<file path="src/rtl/aegnn_pkg.sv">
// Shared grid geometry for the AEGNN pooling pipeline.
package aegnn;
   localparam int F_WIDTH    = 8;
   localparam int GRID_NUM   = 16;
   localparam int GRID_IDX_W = $clog2(GRID_NUM);
   typedef logic [GRID_IDX_W-1:0] grid_idx_t;
endpackage

</file>
<file path="src/rtl/pool_grid_ram.sv">
// Simple dual-port storage for pooled grid vectors; read-first when addresses collide.
module pool_grid_ram #(
   parameter int DEPTH = 16,
   parameter int WIDTH = 8,
   parameter int AW    = $clog2(DEPTH)
) (
   input  logic             clk,
   input  logic             we,
   input  logic [AW-1:0]    wr_addr,
   input  logic [WIDTH-1:0] wr_data,
   input  logic             re,
   input  logic [AW-1:0]    rd_addr,
   output logic [WIDTH-1:0] rd_data
);
   logic [WIDTH-1:0] mem_r [DEPTH];

   // Write port; contents are never cleared, the reader masks stale words.
   always_ff @(posedge clk) begin
      if (we) begin
         mem_r[wr_addr] <= wr_data;
      end
   end

   // Registered read port; the old word wins on a same-cycle write.
   always_ff @(posedge clk) begin
      if (re) begin
         rd_data <= mem_r[rd_addr];
      end
   end
endmodule

</file>
<file path="src/rtl/pool_grid_reader.sv">
// Stores pooled max vectors per grid entry and streams all entries out on request,
// masking entries not written since the last event-stream clear.
module pool_grid_reader
   import aegnn::*;
#(
   parameter int L4_OUT_C = 32
) (
   input  logic                         clk,
   input  logic                         rstn,
   input  logic                         event_stream_clean,
   input  logic                         wr_en,
   input  grid_idx_t                    wr_grid_idx,
   input  logic [L4_OUT_C*F_WIDTH-1:0]  wr_data,
   input  logic                         readout_start,
   output logic                         readout_busy,
   output logic                         readout_done,
   output logic                         out_valid,
   input  logic                         out_ready,
   output grid_idx_t                    out_grid_idx,
   output logic                         out_entry_valid,
   output logic [L4_OUT_C*F_WIDTH-1:0]  out_data
);
   localparam int        D_W      = L4_OUT_C * F_WIDTH;
   localparam grid_idx_t LAST_IDX = grid_idx_t'(GRID_NUM - 1);

   typedef enum logic [1:0] {
      IDLE    = 2'd0,
      FETCH   = 2'd1,
      PRESENT = 2'd2,
      DONE    = 2'd3
   } state_t;

   state_t              state_r;
   state_t              state_nxt_s;
   grid_idx_t           idx_r;
   logic [GRID_NUM-1:0] valid_r;
   logic                entry_valid_r;
   logic [D_W-1:0]      ram_q_s;
   logic                rd_en_s;
   logic                accept_s;

   assign accept_s = (state_r == PRESENT) && out_ready;

   pool_grid_ram #(
      .DEPTH (GRID_NUM),
      .WIDTH (D_W),
      .AW    (GRID_IDX_W)
   ) u_ram (
      .clk     (clk),
      .we      (wr_en),
      .wr_addr (wr_grid_idx),
      .wr_data (wr_data),
      .re      (rd_en_s),
      .rd_addr (idx_r),
      .rd_data (ram_q_s)
   );

   // State register.
   always_ff @(posedge clk or negedge rstn) begin
      if (!rstn) begin
         state_r <= IDLE;
      end else begin
         state_r <= state_nxt_s;
      end
   end

   // Next-state logic; a clear overrides everything, including a start.
   always_comb begin
      state_nxt_s = state_r;
      if (event_stream_clean) begin
         state_nxt_s = IDLE;
      end else begin
         case (state_r)
            IDLE: begin
               if (readout_start) state_nxt_s = FETCH;
               else               state_nxt_s = IDLE;
            end
            FETCH:   state_nxt_s = PRESENT;
            PRESENT: begin
               if (accept_s) begin
                  if (idx_r == LAST_IDX) state_nxt_s = DONE;
                  else                   state_nxt_s = FETCH;
               end else begin
                  state_nxt_s = PRESENT;
               end
            end
            DONE:    state_nxt_s = IDLE;
            default: state_nxt_s = IDLE;
         endcase
      end
   end

   // State decode for handshake, status and RAM read enable.
   always_comb begin
      out_valid    = 1'b0;
      readout_busy = 1'b0;
      readout_done = 1'b0;
      rd_en_s      = 1'b0;
      case (state_r)
         FETCH: begin
            readout_busy = 1'b1;
            rd_en_s      = 1'b1;
         end
         PRESENT: begin
            out_valid    = 1'b1;
            readout_busy = 1'b1;
         end
         DONE:    readout_done = 1'b1;
         default: out_valid    = 1'b0;
      endcase
   end

   // Scan index: loaded on start, advanced on each non-final accept.
   always_ff @(posedge clk or negedge rstn) begin
      if (!rstn) begin
         idx_r <= grid_idx_t'(0);
      end else if (event_stream_clean) begin
         idx_r <= grid_idx_t'(0);
      end else if ((state_r == IDLE) && readout_start) begin
         idx_r <= grid_idx_t'(0);
      end else if (accept_s && (idx_r != LAST_IDX)) begin
         idx_r <= idx_r + grid_idx_t'(1);
      end else begin
         idx_r <= idx_r;
      end
   end

   // Per-entry written flags; the clear beats a coincident write.
   always_ff @(posedge clk or negedge rstn) begin
      if (!rstn) begin
         valid_r <= {GRID_NUM{1'b0}};
      end else if (event_stream_clean) begin
         valid_r <= {GRID_NUM{1'b0}};
      end else if (wr_en) begin
         valid_r[wr_grid_idx] <= 1'b1;
      end else begin
         valid_r <= valid_r;
      end
   end

   // Valid bit captured alongside the RAM read so both are read-first.
   always_ff @(posedge clk or negedge rstn) begin
      if (!rstn) begin
         entry_valid_r <= 1'b0;
      end else if (event_stream_clean) begin
         entry_valid_r <= 1'b0;
      end else if (state_r == FETCH) begin
         entry_valid_r <= valid_r[idx_r];
      end else begin
         entry_valid_r <= entry_valid_r;
      end
   end

   assign out_grid_idx    = idx_r;
   assign out_entry_valid = entry_valid_r;
   assign out_data        = entry_valid_r ? ram_q_s : {D_W{1'b0}};
endmodule
</file>
<file path="config.mk">
export PLATFORM = sky130hd
export DESIGN_NAME = pool_grid_reader
export DESIGN_NICKNAME = d
export VERILOG_FILES = /design/src/rtl/aegnn_pkg.sv /design/src/rtl/pool_grid_ram.sv /design/src/rtl/pool_grid_reader.sv
export SDC_FILE = /design/constraint.sdc
export NUM_CORES = 2
export LEC_CHECK = 0
export ABC_AREA = 0
export CORE_MARGIN = 2
export CORE_UTILIZATION = 61
export DETAILED_ROUTE_END_ITERATION = 6
export DONT_BUFFER_PORTS = 1
export PLACE_DENSITY = 0.77
export RECOVER_POWER = 25
export SLEW_MARGIN = 20
export SYNTH_ARGS = -nofsm -noshare
export SYNTH_HDL_FRONTEND = slang
export SYNTH_SLANG_ARGS = --single-unit
</file>
<file path="constraint.sdc">
create_clock -name clk -period 9.78 [get_ports clk]
set_input_delay 1.956 -clock clk [delete_from_list [all_inputs] [get_ports clk]]
set_output_delay 1.956 -clock clk [all_outputs]
set_load 0.005 [all_outputs]
</file>
==> Word-level counts from Yosys, hierarchy flattened <==
Memories as Yosys holds them, arrays and structs flattened. A register that Yosys moved wholly into a read port is not among the register bits.
Index checks and enable logic that the tools add are counted.
{ "word_totals": {"wordCells": 47, "out_inout_bits": 264, "regBits": 23, "input_bits": 266, "n_memories": 1, "ramBits": 4096} }
{ "classes": {"bitwise_logic": 1, "n_reduce_logical": 9, "order_cmp": 3, "n_mux": 23, "n_eq_ne": 5, "n_addsub": 1} }
{ "mem_list": {"columns": ["memory", "depth", "width", "rd", "rd_ports_with_merged_regs", "write_ports", "line", "text"], "rows": [
  ["u_ram.mem_r", 16, 256, 1, 1, 1, "pool_grid_ram.sv:15", "logic [WIDTH-1:0] mem_r [DEPTH];"]
]} }
{ "op_table": {"columns": ["operator", "n"], "rows": [
  ["256-bit two-way mux", 1],
  ["16-bit two-way mux", 2],
  ["16-bit bitwise OR", 1],
  ["4-bit two-way mux", 3],
  ["1-bit two-way mux", 11],
  ["4-bit by 5-bit < comparator with 1-bit output, second input constant", 2],
  ["2-bit case mux with 4 select lines", 1],
  ["2-bit two-way mux", 3],
  ["4-bit by 1-bit adder with 4-bit output, second input constant", 1],
  ["1-bit binary-select mux with 4-bit select", 1],
  ["1-bit demux with 4-bit select", 1],
  ["2-bit equality test, second input constant", 2],
  ["4-bit equality test, second input constant", 1],
  ["4-bit by 1-bit >= comparator with 1-bit output, second input constant", 1],
  ["1-bit logical AND", 4],
  ["4-bit inequality test, second input constant", 1],
  ["2-bit nonzero test", 2],
  ["3-bit nonzero test", 1],
  ["2-bit by 1-bit equality test with 1-bit output, second input constant", 1],
  ["2-bit logical NOT", 1],
  ["2-bit OR reduction", 1]
]} }

==> Depth between registers and ports, before layout <==
{ "depth": {"ltp_word": 7, "depth_mapped": 7, "mapped_depth_nobuf": 5} }

==> Hierarchy <==
A second synthesis with hierarchy kept.
{ "unflattened": {"hier_cells": 7047, "hier_area_um2": 164109.9} }
{ "modules_own_cells": {"columns": ["module", "cells_each", "area_per_inst_um2", "n_inst", "seq_area_each_um2"], "rows": [
  ["pool_grid_ram", 6648, 161218.4, 1, 130685.3],
  ["pool_grid_reader", 399, 2891.5, 1, 575.6]
]} }

==> Worst setup path before layout <==
No wires, ideal clock.
{ "synth_timing": {"path_kind": "input port to flip-flop", "start": "input port wr_grid_idx[0]", "end": "memory u_ram.mem_r[0][0] (netlist bit), enable pin", "required_ns": 8.594, "t_arrival_ns": 19.691, "setup_time_ns": 1.186, "path_buffers": 0, "path_slack_ns": -11.097, "stages": 2, "cell_sequence": "or3b_2 nor3_1"} }
{ "synth_lines": {"columns": ["item", "line", "text"], "rows": [
  ["start, declared", "pool_grid_reader.sv:12", "input grid_idx_t wr_grid_idx,"],
  ["end, declared", "pool_grid_ram.sv:15", null]
]} }
No word-level cell before the write port.

==> Worst setup path in the final report <==
{ "layout_timing": {"start": "register entry_valid_r (netlist: out_entry_valid)", "end": "output port out_data[135]"} }
{ "layout_via": {"elab_chain_cells": 1} }
{ "layout_rtl": {"columns": ["item", "line", "text"], "rows": [
  ["start, declared", "pool_grid_reader.sv:37", "logic entry_valid_r;"],
  ["start signal, assigned", "pool_grid_reader.sv:148", "entry_valid_r <= valid_r[idx_r];"],
  ["start signal, assigned", "pool_grid_reader.sv:150", "entry_valid_r <= entry_valid_r;"],
  ["256-bit two-way mux", "pool_grid_reader.sv:156", "assign out_data = entry_valid_r ? ram_q_s : {D_W{1'b0}};"],
  ["end, declared", "pool_grid_reader.sv:21", "output logic [L4_OUT_C*F_WIDTH-1:0] out_data"]
]} }
Every way passes these cells.

==> results <==
- The ratio of final minimum period to clock period is 50.6%.
- The global-route wire length before repair is 539,000 µm.
- The number of global-route vias before repair is 77,583.
- Port buffering added 0 buffers.
- The met3 routed wirelength is about 34,000 µm.
- The average instance in the mapped netlist occupies around 24 µm².
- The count of distinct cell types in the synthesized netlist is 35.
- At the end of routability-driven placement, the weighted congestion stood at between 0.7 and 0.8.
- The tree built by TritonCTS fans out to roughly 4,400 sinks.
- 530 I/O pins were placed.
- The data arrival time of the critical path is about 3000 ps.
- The final count of negative-setup-slack endpoints is 0.
- For this block, wires on met1 add up to roughly 140,000 µm.
- The reg-to-reg critical path startpoint is out_grid_idx[0].
- The register-to-register setup slack is 5800 ps.
- In the final layout, the multi-input gates occupy around 33,000 µm².
- The most frequent standard cell in the layout excluding fill and tap cells is sky130_fd_sc_hd__edfxtp_1.
- The floorplan step defined a die boundary enclosing between 200,000 and 300,000 µm².
- Buffers added to address setup during post-CTS repair amount to 0.
- The synthesized netlist net count is a little over 7,000.
- The placed wire-length estimate is 177,000 µm.
- The worst setup path category is reg -> out.
- At the end of the flow the core is filled with cells to ~68%.
- The worst setup path is captured at an output port.
- Synthesis inferred between 4,000 and 5,000 register bits.
- The sequential cell area fraction in the yosys report is between 70% and 80%.
- Setup repair after global routing left no endpoint under its margin.
- The number of pins exceeding their max-slew limit in the final report is 0.
- The class of the most critical hold timing path is reg -> reg.
- The total number of yosys warnings is 0.
- The floorplan has between 150 and 200 rows.
- Clock tree synthesis selected as its root buffer the cell sky130_fd_sc_hd__clkbuf_16.
- The core footprint is 271,000 µm².
- The initial utilization of the core area, before any placement, comes to 61.3%.
- The most area-hungry cell type in the Yosys netlist is sky130_fd_sc_hd__edfxtp_1.
- The accumulated negative setup slack is 0 ps.
- Counting cells, the worst reg-to-reg path comes to 5.
- The required time of the worst setup path is slightly below 8000 ps.
- The number of antenna violations at the first check in global routing is 12.
- The worst hold path begins at valid_r[4].
- Along the worst path, the maximum fanout reaches ~170.
- Measured along the x axis, the die boundary spans between 500 and 600 µm.
- The post-route netlist has between 20% and 30% of its cells at a drive strength greater than 1.
- OpenSTA, run right after detailed placement, puts the worst setup slack at around 4700 ps.
- The number of buffers between clock root and the deepest sink is 4.
- Measured against its own limit, the worst slew margin works out to between 20% and 30%.
- Dividing the detail-routed via count by the number of cells gives 6.70.
- The final-stage net count is 7,345.
- The transition time of the tightest slew-check pin is roughly 1100 ps.
- Post-CTS repair changed the size of 0 cells.
- The cell area that synthesis handed to floorplanning was 166,000 µm².
- The leakage power is about 55 nW.
- The library cells used most frequently in the layout, excluding fill and tap cells, are sky130_fd_sc_hd__edfxtp_1, sky130_fd_sc_hd__mux4_2, sky130_fd_sc_hd__mux2i_1, sky130_fd_sc_hd__clkbuf_16, sky130_fd_sc_hd__and2_1.
- The capturing point of the worst reg2reg path is u_ram.rd_data[223].
- In the post-route analysis, the smallest setup slack over all paths is just under 5000 ps.
- The area of all sequential standard cells is approximately 130,000 µm².
- The routed layout has about 74,000 vias.
- The flow ran to the end, and the final reports show no timing, DRC or antenna violations.
- The proportion of netlist area held by the largest area contributor is 78.7%.
- The number of maximum-capacitance constraint violations is 0.
- TritonCTS built the clock tree.
- In the routed design, unresolved DRC markers number 0.
- The number of flops mapped to enable cells by yosys is 4,352.
- The total power is between 0.03 and 0.04 W.
- Derived from the worst setup path, the maximum achievable clock frequency is ~0.20 GHz.
- After technology mapping, the gate count stands at 6,883.
- Measured along the y axis, the die boundary spans approximately 530 µm.
- The number of endpoints with negative hold slack in the final report was 0.
- The sum of routed wire length over all layers is about 370,000 µm.
- The area growth from synthesis to final layout is 11.0%.
- By area the synthesized netlist is led by sky130_fd_sc_hd__edfxtp_1, sky130_fd_sc_hd__mux4_2, sky130_fd_sc_hd__mux2i_1, sky130_fd_sc_hd__and2_1, sky130_fd_sc_hd__buf_2.
- The number of nets with antenna violations after routing is 0.
- Buffers inserted during clock tree synthesis total 420.
- The minimum clock period is between 4000 and 5000 ps.
- The first-pass detailed-route iteration total is 5.
- The critical path launch point type is a flip-flop.
- The uppermost layer routed is met4.
- For this run the aggregate overflow at the end of global routing stands at 0.
- The worst-case vdd ir drop is 204 µV.
- At the later pin of the worst-skew pair, clock insertion delay measures 960 ps.
- In the final routed layout, each cell accounts on average for 33.5 µm.
- The path with the worst hold slack has its endpoint at valid_r[4].
- Along the worst hold path, the cell count comes to 2.
- The number of placed instances, taps included, is 10,221.
- The clock tree synthesis step divided the H-tree into 5 levels.
- The detailed-routed wire length on met2 is approximately 190,000 µm.
- The cell area power density is ~210 nW/µm².
- After the first detailed-routing iteration, the DRC count stood at about 8,600.
- The combined global-route utilization of all metal layers is approximately a quarter.
- The clock-pin slew on the worst setup and hold paths is roughly 60 ps.
- Counting the fill cells in the layout gives about 16,000.
- The number of hold buffers added after CTS was 0.
- Entering global routing, the biggest net connects ~170 pins.
- The async set-reset flop share out of synthesis is 0.526%.
- The final worst clock skew is 58.3 ps.
- The number of standard cells in the final layout excluding fillers is 10,994.
- The most used flip-flop cell after synthesis is sky130_fd_sc_hd__edfxtp_1.
==> kinds of logic after synthesis <==
group / count (synthesis) / synth area share, %
flip-flops: 4375 / 79.1
multiplexers: 1798 / 18.6
buffers and inverters: 352 / 1.01
AO/OA/AOI/OAI: 32 / 0.113
AND/OR/NAND/NOR: 320 / 1.16
adder cells (fa/ha/maj): 6 / 0.0452
==> cell usage after synthesis, types with 3 or more instances <==
| master | instances |
|---|---|
| sky130_fd_sc_hd__mux4_2 | 1026 |
| sky130_fd_sc_hd__buf_1 | 30 |
| sky130_fd_sc_hd__and2_1 | 256 |
| sky130_fd_sc_hd__a21oi_1 | 17 |
| sky130_fd_sc_hd__buf_2 | 152 |
| sky130_fd_sc_hd__dfrtp_1 | 23 |
| sky130_fd_sc_hd__buf_4 | 44 |
| sky130_fd_sc_hd__inv_1 | 3 |
| sky130_fd_sc_hd__a31oi_1 | 4 |
| sky130_fd_sc_hd__nand2_1 | 5 |
| sky130_fd_sc_hd__or3_1 | 3 |
| sky130_fd_sc_hd__ha_1 | 6 |
| sky130_fd_sc_hd__clkbuf_1 | 122 |
| sky130_fd_sc_hd__nand3b_1 | 3 |
| sky130_fd_sc_hd__nor2_1 | 30 |
| sky130_fd_sc_hd__nor3_1 | 5 |
| sky130_fd_sc_hd__edfxtp_1 | 4352 |
| sky130_fd_sc_hd__mux2i_1 | 770 |
| sky130_fd_sc_hd__or3b_2 | 4 |
| sky130_fd_sc_hd__nand2b_1 | 4 |
==> where the power goes <==
part           total, W  leakage, nW  switching, W  internal [W]
combinational  0.000555         8.11      0.000334      0.000221
sequential       0.0212         39.7      0.000132        0.0210
clock            0.0164         6.75       0.00704       0.00932
total            0.0381         54.5       0.00750        0.0306
==> worst max path at each step <==
stage / to / cells past startpoint / from
after floorplan: u_ram.mem_r[12][0] / 2 / wr_grid_idx[0]
after global placement: u_ram.mem_r[9][240] / 4 / wr_grid_idx[1]
after detailed placement: u_ram.mem_r[9][242] / 4 / wr_grid_idx[1]
after CTS: out_data[151] / 2 / out_entry_valid
after global routing: out_data[151] / 2 / out_entry_valid
final: out_data[135] / 2 / out_entry_valid
==> stage by stage <==
| stage | hold WS (ps) | cell area (µm²) |
|---|---|---|
| finish | 495 | 184000 |
| global route | 522 | 184000 |
| CTS | 498 | 184000 |
| detailed placement | 484 | 170000 |
| global placement | 475 | 170000 |
| floorplan | 457 | 166000 |
==> critical path: stages, from the launching register on <==
cell,delay (ps)
sky130_fd_sc_hd__dfrtp_4,850
sky130_fd_sc_hd__buf_12,330
sky130_fd_sc_hd__and2_1,300
==> state kept, by name, summed over array words and instances (netlist names) <==
register,flops
u_ram.rd_data,256
out_grid_idx,4
out_entry_valid,1
state_r,2
valid_r,16
u_ram.mem_r,4096
==> layout make-up <==
type,instances,share of cell area [%]
antenna,5,0.00679
clock buffer,497,5.87
clock inverter,271,1.66
inverter,3,0.00611
multi-input combinational,2156,18.0
sequential,4375,71.2
tap,3570,2.42
timing repair buffer,117,0.777
==> metal layers <==
layer  GRT usage, %  vias up
li1               -    29510
met1           35.6    39655
met2           45.1     3890
met3           5.74      592
met4           7.60        0
met5              0        -
Note: power is estimated with default switching activity, not from simulation.
